===== src/rtl/cache_port_arbiter.sv =====
// Two-port arbiter in front of a single direct-mapped cache, round-robin on contention.
// Optional hit/access statistics built only when CACHE_ARB_STATS_EN is defined.
module cache_port_arbiter #(
  parameter int ADDR_W = 15,
  parameter int CNT_W  = 16
) (
  input  logic              clk,
  input  logic              rst,
  input  logic              req0,
  input  logic              req1,
  input  logic [ADDR_W-1:0] addr0,
  input  logic [ADDR_W-1:0] addr1,
  output logic              done0,
  output logic              done1,
  output logic              hit0,
  output logic              hit1,
  output logic              cache_start,
  output logic [ADDR_W-1:0] cache_addr,
  input  logic              cache_finish,
  input  logic              cache_hit,
  output logic              busy,
  output logic [CNT_W-1:0]  hit_cnt,
  output logic [CNT_W-1:0]  acc_cnt
);

  typedef enum logic [1:0] {IDLE, ISSUE, WAIT, RESP} state_t;

  state_t            r_state, w_next;
  logic              r_owner, r_ptr, r_hit;
  logic [ADDR_W-1:0] r_addr;
  logic              w_grant;

  // Contention goes to the pointer; otherwise whichever port is asking.
  assign w_grant = (req0 && req1) ? r_ptr : req1;

  always_comb begin
    w_next = r_state;
    case (r_state)
      IDLE:    if (req0 || req1) w_next = ISSUE;
      ISSUE:   w_next = WAIT;
      WAIT:    if (cache_finish) w_next = RESP;
      RESP:    w_next = IDLE;
      default: w_next = IDLE;
    endcase
  end

  always_ff @(posedge clk or negedge rst) begin
    if (!rst) begin
      r_state <= IDLE;
      r_owner <= 1'b0;
      r_ptr   <= 1'b0;
      r_hit   <= 1'b0;
      r_addr  <= '0;
    end else begin
      r_state <= w_next;
      case (r_state)
        IDLE: if (req0 || req1) begin
          r_owner <= w_grant;
          r_addr  <= w_grant ? addr1 : addr0;
        end
        WAIT: if (cache_finish) r_hit <= cache_hit;
        RESP: r_ptr <= ~r_owner;
        default: ;
      endcase
    end
  end

  assign busy        = (r_state != IDLE);
  assign cache_start = (r_state == ISSUE);
  assign cache_addr  = r_addr;
  assign done0       = (r_state == RESP) && !r_owner;
  assign done1       = (r_state == RESP) &&  r_owner;
  assign hit0        = done0 && r_hit;
  assign hit1        = done1 && r_hit;

`ifdef CACHE_ARB_STATS_EN
  logic [CNT_W-1:0] r_hit_cnt, r_acc_cnt;

  // Counters wrap naturally at 2^CNT_W.
  always_ff @(posedge clk or negedge rst) begin
    if (!rst) begin
      r_hit_cnt <= '0;
      r_acc_cnt <= '0;
    end else if (r_state == RESP) begin
      r_acc_cnt <= r_acc_cnt + 1'b1;
      if (r_hit) r_hit_cnt <= r_hit_cnt + 1'b1;
    end
  end

  assign hit_cnt = r_hit_cnt;
  assign acc_cnt = r_acc_cnt;
`else
  assign hit_cnt = '0;
  assign acc_cnt = '0;
`endif

endmodule


===== config.mk =====
export PLATFORM = sky130hd
export DESIGN_NAME = cache_port_arbiter
export DESIGN_NICKNAME = d
export VERILOG_FILES = /design/src/rtl/cache_port_arbiter.sv
export SDC_FILE = /design/constraint.sdc
export NUM_CORES = 1
export LEC_CHECK = 0
export BUFFER_PORTS_ARGS = -buffer_cell sky130_fd_sc_hd__buf_2
export CORE_ASPECT_RATIO = 0.8
export CORE_MARGIN = 5
export CORE_UTILIZATION = 40
export DETAILED_ROUTE_END_ITERATION = 10
export GPL_TIMING_DRIVEN = 0
export PLACE_DENSITY = 0.86
export SYNTH_ARGS = -nofsm -noshare
export SYNTH_HDL_FRONTEND = slang
export SYNTH_SLANG_ARGS = --single-unit

===== constraint.sdc =====
create_clock -name clk -period 2 [get_ports clk]
set_input_delay 0.2 -clock clk [delete_from_list [all_inputs] [get_ports clk]]
set_output_delay 0.2 -clock clk [all_outputs]
set_load 0.02 [all_outputs]

# ---- Yosys cells after proc, flatten, opt, wreduce, memory -nomap -nowiden
# Cells that the tools add are included.
dict set report word_totals {
  word_cells 28
  regBits 20
  out_inout_bits 53
  input_bits 36
}
dict set report classes {
  muxes 5
  eq_ne 5
  n_bitwise 1
  n_reduce_logical 12
}
# op n
set op_table {}
lappend op_table {{$mux 15} 1}
lappend op_table {{$pmux 2 s4} 1}
lappend op_table {{$reduce_and 2->1} 3}
lappend op_table {{$logic_and 1x1->1} 5}
lappend op_table {{$eq 2x2->1 const B} 2}
lappend op_table {{$mux 2} 2}
lappend op_table {{$ne 2x2->1 const B} 2}
lappend op_table {{$eq 2x1->1 const B} 1}
lappend op_table {{$logic_not 2->1} 1}
lappend op_table {{$reduce_bool 2->1} 1}
lappend op_table {{$logic_not 1->1} 1}
lappend op_table {{$logic_or 1x1->1} 1}
lappend op_table {{$mux 1} 1}
lappend op_table {{$not 1->1} 1}

# ---- Logic depth before layout (Yosys ltp)
dict set report depth {
  depth_word 3
  ltp_mapped 6
  mapped_depth_nobuf 5
}

# ---- Worst setup path after synthesis
# OpenSTA, ideal clock, no wires.
dict set report synth_timing {
  path_kind {register to register}
  startpoint {register r_state[0]}
  endpoint {register r_state[1]}
  stages_incl_launch_ff 6
  required_ns 1.875
  path_slack_ns 0.580
  synth_period_minus_slack_ns 1.420
  setup_ns 0.125
  path_buffers 0
  arrival_time_ns 1.296
  path_cell_list {dfrtp_1 > inv_1 > ha_1 > nor3b_2 > a21oi_1 > mux2_2}
}
dict set report synth_between {
  elab_chain_len 3
  elab_cells_between_ends 8
  classes_between {eq/ne: 5; mux: 1; reduce/logical: 2}
}
# item line
set synth_lines {}
lappend synth_lines {{start: declaration} 28} ;# state_t r_state, w_next;
lappend synth_lines {{start signal: assignment} 55} ;# r_state <= w_next;
lappend synth_lines {{$eq 2x2->1 / $logic_not 2->1 (equally long branches)} 38} ;# case (r_state)
lappend synth_lines {{$ne 2x2->1 (no source line)} n/a}
lappend synth_lines {{$reduce_and 2->1 (no source line)} n/a}
# Parallel ways exist; a longest one is shown, timed or not.
# A chain may end at the register's enable or synchronous reset.

# ---- Final worst setup path
dict set report layout_timing {
  startpoint {register r_state[0]}
  endpoint {output port hit0}
}
dict set report layout_between {
  elab_chain_len 3
}
# item line
set layout_lines {}
lappend layout_lines {{$eq 2x2->1} 71} ;# assign done0 = (r_state == RESP) && !r_owner;
lappend layout_lines {{$logic_and 1x1->1} 71}
lappend layout_lines {{$logic_and 1x1->1} 73} ;# assign hit0 = done0 && r_hit;
lappend layout_lines {{end: declaration} 15} ;# output logic hit0,
# Every way passes these cells.

==> impl_metrics.csv <==
group,metric,value,unit
sta,timing_hold_violations_final,0,
floorplanning,die_x,73.9,microns
placed_design,gp_congestion,0.708,
floorplanning,rows,18,
floorplanning,pin_count,89,
drt,wire_per_inst,12.3,microns
placed_design,dpl_cell_area,1750,sq um
cts,post_cts.repair.setup_buffers,0,
layout,area_growth,40.1,%
floorplanning,die_area,4510,sq um
floorplanning,initial_core_util,42.0,%
layout,final_nets,281,
grt,grt_max_degree,21,
layout,n_antenna_cell,0,
synthesis,synth_area_per_cell,8.82,sq um
sta,tns,0,ns
sta,max_slew_margin,64.8,%
critical_path,r2r-start,"r_state[0]",
sta,layout_min_cycle_time,1.56,ns
worst_hold_path,hold_path_class,"input port to flop",
layout,finalNonFillerCells,279,
layout,final_area,1830,sq um
sta,final-setup-viol-count,0,
floorplanning,die_y,61.1,microns
synthesis,syn_inst,148,
critical_path,path_class,"flop to output port",
power,finalPower,2350,uW
grt,antenna_found_initial,0,
sta,tightest_slew,0.528,ns
grt,grt-ovfl-total,0,
synthesis,ys_seq_area_share,38.4,%
drt,drc_errors,0,
run,maxCapViolations,0,
drt,drtIter0Drc,48,
synthesis,netlist_area,1310,sq um
floorplanning,core,3110,sq um
drt,drt-total-wl,3440,microns
cts,cts_buffer_depth,2,
grt,grt_pass1_vias,1098,
drt,vias_per_cell,4.39,
grt,grt_pass1_wl,5090,microns
power,peakVddDrop,0.000728,V
cts,htree_levels,1,
critical_path,endpoint_kind,"output port",
placed_design,io_buffers,55,
critical_path,crit_fanout,4,
cts,clock-sinks,20,
layout,drive_gt1_share,43.1,%
drt,num_vias,1226,
synthesis,synth_seq_cells,20,
sta,rsz0062_at_grt,"no",
critical_path,cp-start-kind,"flop",
synthesis,synth_warnings,0,
sta,fmax,640,MHz
status,status,"completed",
layout,post-route-util,58.8,%
critical_path,worstPathRequired,1.80,ns
placed_design,placedCellCount,274,
cts,cts_root_buf,"clkbuf_8",
cts,cts_tree,"yes",
worst_hold_path,min_from,"cache_hit",
cts,cts_buffers,3,
critical_path,critical_path.startpoint,"r_state[0]",
synthesis,yosys.cell_types.count,28,
critical_path,cp_data_arrival_time,1.36,ns
sta,slew_violations,0,
sta,fin_skew,0.00873,ns
sta,period_share,78.1,%
power,power_density,1280,nW/um^2
placed_design,hpwl,2750,microns
drt,drtAntennaViolNets,0,
power,leakagePower,0.000994,uW
grt,grt_usage,14.6,%
drt,drtPass1Iterations,4,
cts,clock_latency,0.26,ns
cts,clkTransAtPathRegs,0.07,ns
-- cells in the final DEF (no fill, tap or decap), types with 3 or more instances in the layout --
cell type / n
clkbuf_8: 3
a31oi_1: 15
nand3_1: 15
inv_1: 5
o21ai_0: 13
buf_2: 58
ha_1: 5
buf_4: 33
conb_1: 32
nor2_1: 17
dfrtp_1: 20
-- layout make-up --
| class | instances | area (sq um) |
|---|---|---|
| Timing Repair Buffer | 56 | 285 |
| Clock inverter | 1 | 30.0 |
| Buffer | 40 | 298 |
| Multi-Input combinational cell | 113 | 601 |
| Inverter | 6 | 22.5 |
| Tap cell | 40 | 50.0 |
| Sequential cell | 20 | 500 |
| Clock buffer | 3 | 41.3 |
| Fill cell | 299 | 1280 |
-- repair_timing --
item / in CTS / in global routing
hold endpoints to repair: 20 / 0
hold buffers: 1 / 0
gates resized for setup: 0 / 0
-- flip-flops by register name, summed over array words and instances (netlist names) --
register	count
cache_addr	15
r_hit	1
r_owner	1
r_ptr	1
r_state	2
-- metal layers --
layer	part of all wire, %	track usage [%]	vias to the layer above
met5	0	0	-
met3	7.8	4.89	2
met1	40	17.7	559
met2	52	26.8	43
met4	0.15	0.775	0
li1	-	-	622
-- stage by stage --
| stage | hold WS (ns) | setup WS [ns] |
|---|---|---|
| after global placement | 0.176 | 0.498 |
| after floorplan | -0.0956 | 0.580 |
| after detailed placement | 0.179 | 0.461 |
| after global routing | 0.180 | 0.348 |
| final | 0.173 | 0.438 |
| after CTS | 0.171 | 0.429 |
-- synthesized netlist by cell type --
| cell | instances | area [sq um] |
|---|---|---|
| buf_4 | 33 | 248 |
| dfrtp_1 | 20 | 500 |
| nor2_1 | 17 | 63.8 |
| a31oi_1 | 15 | 93.8 |
| nand3_1 | 15 | 75.1 |
| o21ai_0 | 13 | 65.1 |
| ha_1 | 5 | 62.6 |
| inv_1 | 5 | 18.8 |
| buf_2 | 3 | 15.0 |
| and2_1 | 2 | 12.5 |
| mux2_2 | 2 | 22.5 |
| o21ai_1 | 2 | 10.0 |
| a21oi_1 | 1 | 5.00 |
| and2b_2 | 1 | 8.76 |
| and3_1 | 1 | 6.26 |
| buf_6 | 1 | 11.3 |
| buf_8 | 1 | 15.0 |
| clkbuf_1 | 1 | 3.75 |
| clkbuf_2 | 1 | 5.00 |
| conb_1 | 1 | 3.75 |
| inv_2 | 1 | 3.75 |
| nand2_1 | 1 | 3.75 |
| nand2b_1 | 1 | 6.26 |
| nor2b_1 | 1 | 6.26 |
| nor3b_2 | 1 | 12.5 |
| o21a_1 | 1 | 7.51 |
| o32a_1 | 1 | 10.0 |
| o32ai_1 | 1 | 8.76 |
-- power by group --
group | switching [uW] | internal, uW | leakage, uW
sequential | 113 | 612 | 0.000225
combinational | 740 | 474 | 0.000733
clock | 140 | 267 | 0.0000357
total | 994 | 1350 | 0.000994
-- final timing paths --
check / end / cells past startpoint / slack (ns)
min reg2reg: r_ptr / 2 / 0.51
min in group asynchronous: cache_addr[2] / 2 / 0.44
max reg2reg: r_state[1] / 5 / 0.46
max: hit0 / 4 / 0.44
max in group asynchronous: r_ptr / 2 / 1.23
min: r_hit / 2 / 0.17
-- kinds of logic (layout without fill, tap and decap cells) --
| logic type | count (synthesis) | count (layout) | synth area share [%] |
|---|---|---|---|
| fa+ha+maj | 5 | 5 | 4.79 |
| compound gates | 34 | 34 | 15.3 |
| buf+inv | 46 | 106 | 24.5 |
| flops | 20 | 20 | 38.4 |
| other cells | 1 | 32 | 0.287 |
| simple gates | 40 | 40 | 15.0 |
| mux | 2 | 2 | 1.73 |
-- critical path, stage by stage (launching register included) --
cell and delay (ns):
dfrtp_1 0.42, ha_1 0.25, nor2b_1 0.14, and2_1 0.15, buf_2 0.15
Note: power is estimated with default switching activity, not from simulation.
